[src/rtl/button_debouncer_if.sv]
// Push-button pin and the debounced event outputs it produces, grouped as one bundle.
// The master drives the raw pin; the slave (the debouncer) drives the results.
interface button_debouncer_if;
  logic       btn_in;
  logic       btn_level;
  logic       press_pulse;
  logic       release_pulse;
  logic       long_press_pulse;
  logic [7:0] press_count;

  modport master (
    output btn_in,
    input  btn_level, press_pulse, release_pulse, long_press_pulse, press_count
  );

  modport slave (
    input  btn_in,
    output btn_level, press_pulse, release_pulse, long_press_pulse, press_count
  );
endinterface

[src/rtl/button_debouncer.sv]
// Debounces a raw push-button and emits press, release and long-press strobes
// together with a wrapping count of accepted presses.
module button_debouncer #(
  parameter int unsigned DEBOUNCE_CYCLES   = 1000000,
  parameter int unsigned LONG_PRESS_CYCLES = 100000000,
  parameter bit          ACTIVE_LOW        = 1'b1
) (
  input  logic                clk_in,
  input  logic                rst_in,
  button_debouncer_if.slave   bus
);

  typedef enum logic [1:0] {IDLE, PRESS_WAIT, PRESSED, RELEASE_WAIT} state_t;

  localparam logic [31:0] DB_LAST = DEBOUNCE_CYCLES - 1;
  localparam logic [31:0] LP_LAST = LONG_PRESS_CYCLES - 1;

  state_t      state_q, state_d;
  logic [1:0]  sync_q;
  logic [31:0] cnt_q, cnt_d;
  logic [31:0] hold_q, hold_d;
  logic        fired_q, fired_d;
  logic        level_q, level_d;
  logic        press_q, press_d;
  logic        release_q, release_d;
  logic        long_q, long_d;
  logic [7:0]  count_q, count_d;
  logic        btn_norm;
  logic        sync;

  // Normalise polarity before synchronising so 1 always means pressed.
  assign btn_norm = bus.btn_in ^ ACTIVE_LOW;
  assign sync     = sync_q[1];

  always_ff @(posedge clk_in or posedge rst_in) begin
    if (rst_in) begin
      sync_q    <= 2'b00;
      state_q   <= IDLE;
      cnt_q     <= '0;
      hold_q    <= '0;
      fired_q   <= 1'b0;
      level_q   <= 1'b0;
      press_q   <= 1'b0;
      release_q <= 1'b0;
      long_q    <= 1'b0;
      count_q   <= '0;
    end else begin
      sync_q    <= {sync_q[0], btn_norm};
      state_q   <= state_d;
      cnt_q     <= cnt_d;
      hold_q    <= hold_d;
      fired_q   <= fired_d;
      level_q   <= level_d;
      press_q   <= press_d;
      release_q <= release_d;
      long_q    <= long_d;
      count_q   <= count_d;
    end
  end

  always_comb begin
    state_d = state_q;
    case (state_q)
      IDLE:         if (sync) state_d = PRESS_WAIT;
      PRESS_WAIT:   if (!sync) state_d = IDLE;
                    else if (cnt_q == DB_LAST) state_d = PRESSED;
      PRESSED:      if (!sync) state_d = RELEASE_WAIT;
      RELEASE_WAIT: if (sync) state_d = PRESSED;
                    else if (cnt_q == DB_LAST) state_d = IDLE;
      default:      state_d = IDLE;
    endcase
  end

  always_comb begin
    cnt_d     = cnt_q;
    hold_d    = hold_q;
    fired_d   = fired_q;
    level_d   = level_q;
    count_d   = count_q;
    press_d   = 1'b0;
    release_d = 1'b0;
    long_d    = 1'b0;
    case (state_q)
      IDLE: cnt_d = '0;
      PRESS_WAIT: begin
        if (!sync) begin
          cnt_d = '0;
        end else if (cnt_q == DB_LAST) begin
          level_d = 1'b1;
          press_d = 1'b1;
          hold_d  = '0;
          fired_d = 1'b0;
          count_d = count_q + 8'd1;
        end else begin
          cnt_d = cnt_q + 32'd1;
        end
      end
      PRESSED: begin
        // The hold count stops once the long press has fired so it cannot refire.
        if (!sync) begin
          cnt_d = '0;
        end else if (hold_q == LP_LAST && !fired_q) begin
          long_d  = 1'b1;
          fired_d = 1'b1;
        end else if (!fired_q) begin
          hold_d = hold_q + 32'd1;
        end
      end
      RELEASE_WAIT: begin
        if (!sync) begin
          if (cnt_q == DB_LAST) begin
            level_d   = 1'b0;
            release_d = 1'b1;
          end else begin
            cnt_d = cnt_q + 32'd1;
          end
        end
      end
      default: cnt_d = '0;
    endcase
  end

  assign bus.btn_level        = level_q;
  assign bus.press_pulse      = press_q;
  assign bus.release_pulse    = release_q;
  assign bus.long_press_pulse = long_q;
  assign bus.press_count      = count_q;

endmodule

[src/flat_wrapper.sv]
// flat-port wrapper written by rule: the top's interface ports become plain ports
module button_debouncer_flat 
#(
  parameter int unsigned DEBOUNCE_CYCLES   = 1000000,
  parameter int unsigned LONG_PRESS_CYCLES = 100000000,
  parameter bit          ACTIVE_LOW        = 1'b1
)
  (clk_in, rst_in, bus_btn_in, bus_btn_level, bus_press_pulse, bus_release_pulse, bus_long_press_pulse, bus_press_count);
  button_debouncer_if bus_i ();
  input  logic clk_in;
  input  logic rst_in;
  input wire logic [$bits(bus_i.btn_in)-1:0] bus_btn_in;
  output wire logic [$bits(bus_i.btn_level)-1:0] bus_btn_level;
  output wire logic [$bits(bus_i.press_pulse)-1:0] bus_press_pulse;
  output wire logic [$bits(bus_i.release_pulse)-1:0] bus_release_pulse;
  output wire logic [$bits(bus_i.long_press_pulse)-1:0] bus_long_press_pulse;
  output wire logic [$bits(bus_i.press_count)-1:0] bus_press_count;
  assign bus_i.btn_in = bus_btn_in;
  assign bus_btn_level = bus_i.btn_level;
  assign bus_press_pulse = bus_i.press_pulse;
  assign bus_release_pulse = bus_i.release_pulse;
  assign bus_long_press_pulse = bus_i.long_press_pulse;
  assign bus_press_count = bus_i.press_count;
  button_debouncer #(.DEBOUNCE_CYCLES(DEBOUNCE_CYCLES), .LONG_PRESS_CYCLES(LONG_PRESS_CYCLES), .ACTIVE_LOW(ACTIVE_LOW)) u_core (.clk_in(clk_in), .rst_in(rst_in), .bus(bus_i));
endmodule
[config.mk]
export PLATFORM = sky130hd
export DESIGN_NAME = button_debouncer_flat
export DESIGN_NICKNAME = d
export VERILOG_FILES = /design/src/rtl/button_debouncer_if.sv /design/src/rtl/button_debouncer.sv /design/src/flat_wrapper.sv
export SDC_FILE = /design/constraint.sdc
export NUM_CORES = 1
export LEC_CHECK = 0
export ABC_AREA = 1
export BUFFER_PORTS_ARGS = -buffer_cell sky130_fd_sc_hd__buf_2
export CORE_MARGIN = 1
export CORE_UTILIZATION = 49
export DETAILED_ROUTE_END_ITERATION = 6
export HOLD_SLACK_MARGIN = 0.12
export PLACE_DENSITY = 0.65
export SYNTH_ARGS = -nofsm -noshare
export SYNTH_HDL_FRONTEND = slang
export SYNTH_SLANG_ARGS = --single-unit
[constraint.sdc]
create_clock -name clk_in -period 4.34 [get_ports clk_in]
set_input_delay 0.434 -clock clk_in [delete_from_list [all_inputs] [get_ports clk_in]]
set_output_delay 0.434 -clock clk_in [all_outputs]
set_load 0.02 [all_outputs]
==> results.py <==
metrics = {
    "run_status": {
        "status": "finished clean",
    },
    "detailed_routing": {
        "drcViolationCount": 0,
        "wl_per_cell_um": 14.17,
        "vias": 5431,
        "drt_iter0_markers": 402,
        "viasPerCell": 5.283,
        "ant_nets": 0,
        "drt_pass1_iterations": 5,
        "finalWirelength_um": 14570,
    },
    "synthesis": {
        "synth-simple-area-share": 0.4613,
        "yosysUniqueCellTypes": 34,
        "yosys.area_share.xor_xnor": 0.03799,
        "synthTopCellsByArea": "dfrtp_1 (37%), nand2_1 (21%), nor2_1 (12%)",
        "post_synth.cell_area_avg_um2": 6.316,
        "yosys-mux-area-fraction": 0,
        "yosys_warnings": 0,
        "synth_top_area_cell": "dfrtp_1",
        "ys.flop_type": "dfrtp_1",
        "synth.top_cell.area_share": 0.3664,
        "syn_inst": 876,
        "synth_seq_cells": 81,
        "syn-cell-area_mm2": 0.005533,
        "ys_seq_area_frac": 0.3664,
        "synth_fa_ha_area_frac": 0.006784,
        "synth-edff-count": 0,
        "ys_top_cells_by_count": "nand2_1 (310), nor2_1 (174), inv_1 (90)",
        "synth_top_family_by_area": "simple AND/OR/NAND/NOR gates",
        "synth-compound-area-share": 0.04319,
        "synth_fp_nets": 882,
        "synth_most_common_cell": "nand2_1",
        "synthArstFlopShare": 1.000,
    },
    "min_path": {
        "hold_class": "in2reg",
        "hold_depth": 2,
    },
    "grt": {
        "grt_pass1_vias": 5298,
        "grt_max_degree": 58,
        "grt_pass1_wl_um": 24830,
        "grt_remaining_overflow": 0,
        "grt_usage": 0.2724,
        "antenna_found_initial": 0,
    },
    "power": {
        "power_density_mw_per_mm2": 276.2,
        "power_frac_comb": 0.031,
        "power.internal_mw": 1.272,
        "swShare": 0.2327,
        "irDropWorstVdd_v": 0.0002272,
        "p_sw_mw": 0.3860,
        "static-leakage-power_nw": 2.800,
        "p_seq_frac": 0.459,
        "clkPwrFrac": 0.511,
    },
    "placed_design": {
        "hpwl_um": 10550,
        "place.gp.congestion": 0.9380,
        "placed_cells": 1012,
        "pre_cts_ws_ns": 1.326,
        "port_buffers": 14,
    },
    "sta": {
        "max-slew-margin-rel": 0.3081,
        "setup_viol": 0,
        "slew_violations": 0,
        "rsz0062_at_grt": "false",
        "hold_ws_ns": 0.2176,
        "tightestPinTransition_ns": 1.037,
        "finalSetupTns_ns": 0,
        "fmax_mhz": 328.2,
        "worst_slack_ns": 1.293,
        "skew_ns": 0.009459,
        "final_hold_viol_count": 0,
        "period_minus_slack_ns": 3.047,
        "period_share": 0.7020,
    },
    "critical_path": {
        "ff2ff_setup_slack_ns": 1.29,
        "end_kind": "flop",
        "r2r-end": "u_core.cnt_q[9]",
        "crit_start": "u_core.sync_q[1]",
        "reg2reg_from": "u_core.sync_q[1]",
        "cp_data_arrival_time_ns": 3.27,
        "r2r_cells": 6,
        "critPathKind": "reg2reg",
        "required_ns": 4.56,
        "path_max_fanout": 23,
        "start_kind": "flop",
        "worstSetupEndpoint": "u_core.cnt_q[9]",
    },
    "floorplanning": {
        "num_rows": 38,
        "io_pins": 15,
        "die_w_um": 108.3,
        "die_area_mm2": 0.01172,
        "start_util": 0.5059,
        "die_h_um": 108.3,
        "core_area_mm2": 0.01094,
    },
    "clock_network": {
        "postCtsHoldBufs": 0,
        "cts_buffer_depth": 2,
        "cts_tree": "done",
        "postCtsSetupBuffers": 0,
        "cts_resized": 0,
        "path_clk_slew_ns": 0.07,
        "clockRootBuffer": "clkbuf_16",
        "htree_levels": 3,
        "cts.sinks": 81,
        "insertion_delay_ns": 0.35,
        "cts_made_buffers": 9,
    },
    "cells_and_area": {
        "finish.utilization": 0.5491,
        "diodes": 0,
        "syn_to_final_growth_pct": 8.526,
        "drive_gt1_frac": 0.06194,
        "nNetsFinal": 889,
        "fin_cells": 1028,
    },
    "flow_run": {
        "maxCapViolCount": 0,
    },
}
## layout make-up
type,instances,area [um^2]
Sequential cell,81,2027
Timing Repair Buffer,17,92.59
Clock buffer,10,229.0
Clock inverter,6,90.09
Fill cell,1137,4931
Tap cell,140,175.2
Inverter,93,351.6
Multi-Input combinational cell,681,3039
## sequential cells by signal, summed over array words and instances, names as in the netlist, named ones only
name,count
u_core.cnt_q,32
u_core.hold_q,32
u_core.bus.press_count,8
u_core.sync_q,2
u_core.bus.btn_level,1
u_core.bus.long_press_pulse,1
u_core.bus.press_pulse,1
u_core.bus.release_pulse,1
u_core.fired_q,1
u_core.state_q,1
## metal layers
metal,track usage,wire (um)
met1,0.3381,6463
met2,0.4700,7076
met3,0.04762,639
met4,0.1052,386
met5,0,0
## power groups by stage
stage	clock (mW)	combinational (mW)	sequential [mW]
CTS	0.859	0.0521	0.760
global placement	0	0.0511	0.774
floorplan	0	0.0422	0.773
detailed placement	0	0.0521	0.775
global route	0.890	0.0580	0.760
finish	0.847	0.0509	0.760
## cells by family after synthesis
| kind of cell | Yosys count |
|---|---|
| and+or+nand+nor | 614 |
| DFF | 81 |
| buffers and inverters | 114 |
| xor gates and xnor gates | 24 |
| AOI/OAI and AO/OA | 40 |
| adders and majority gates | 3 |
## through the flow
step | instance area, um^2 | total power [mW]
2_1_floorplan | 5533 | 0.8150
3_3_place_gp | 5685 | 0.8255
3_5_place_dp | 5685 | 0.8267
4_1_cts | 6005 | 1.671
5_1_grt | 6005 | 1.709
6_report | 6005 | 1.658
## worst max-delay path, stage by stage, from the launching register on
cell	delay [ns]
dfrtp_1	0.48
nand2_1	0.65
inv_1	0.50
nor2_1	0.68
inv_1	0.37
o31ai_1	0.16
a21oi_1	0.07
## worst min-delay path by stage
stage / endpoint / start / slack, ns
2_1_floorplan: u_core.sync_q[1] / u_core.sync_q[0] / 0.33
3_3_place_gp: u_core.sync_q[1] / u_core.sync_q[0] / 0.38
3_5_place_dp: u_core.sync_q[1] / u_core.sync_q[0] / 0.37
4_1_cts: u_core.sync_q[0] / bus_btn_in / 0.21
5_1_grt: u_core.sync_q[0] / bus_btn_in / 0.21
6_report: u_core.sync_q[0] / bus_btn_in / 0.22
## cells in the final DEF (no fill, tap or decap), drive strengths merged, types with 3 or more instances in the layout
| master | n |
|---|---|
| xor2 | 20 |
| clkbuf | 10 |
| ha | 3 |
| buf | 17 |
| inv | 93 |
| nand2 | 319 |
| nand4 | 16 |
| nand3 | 88 |
| a21oi | 8 |
| nor3 | 7 |
| o21ai | 20 |
| clkinv | 3 |
| dfrtp | 81 |
| nor2 | 180 |
| o21bai | 6 |
| nor3b | 3 |
| xnor2 | 4 |
(Power assumes the default switching activity.)
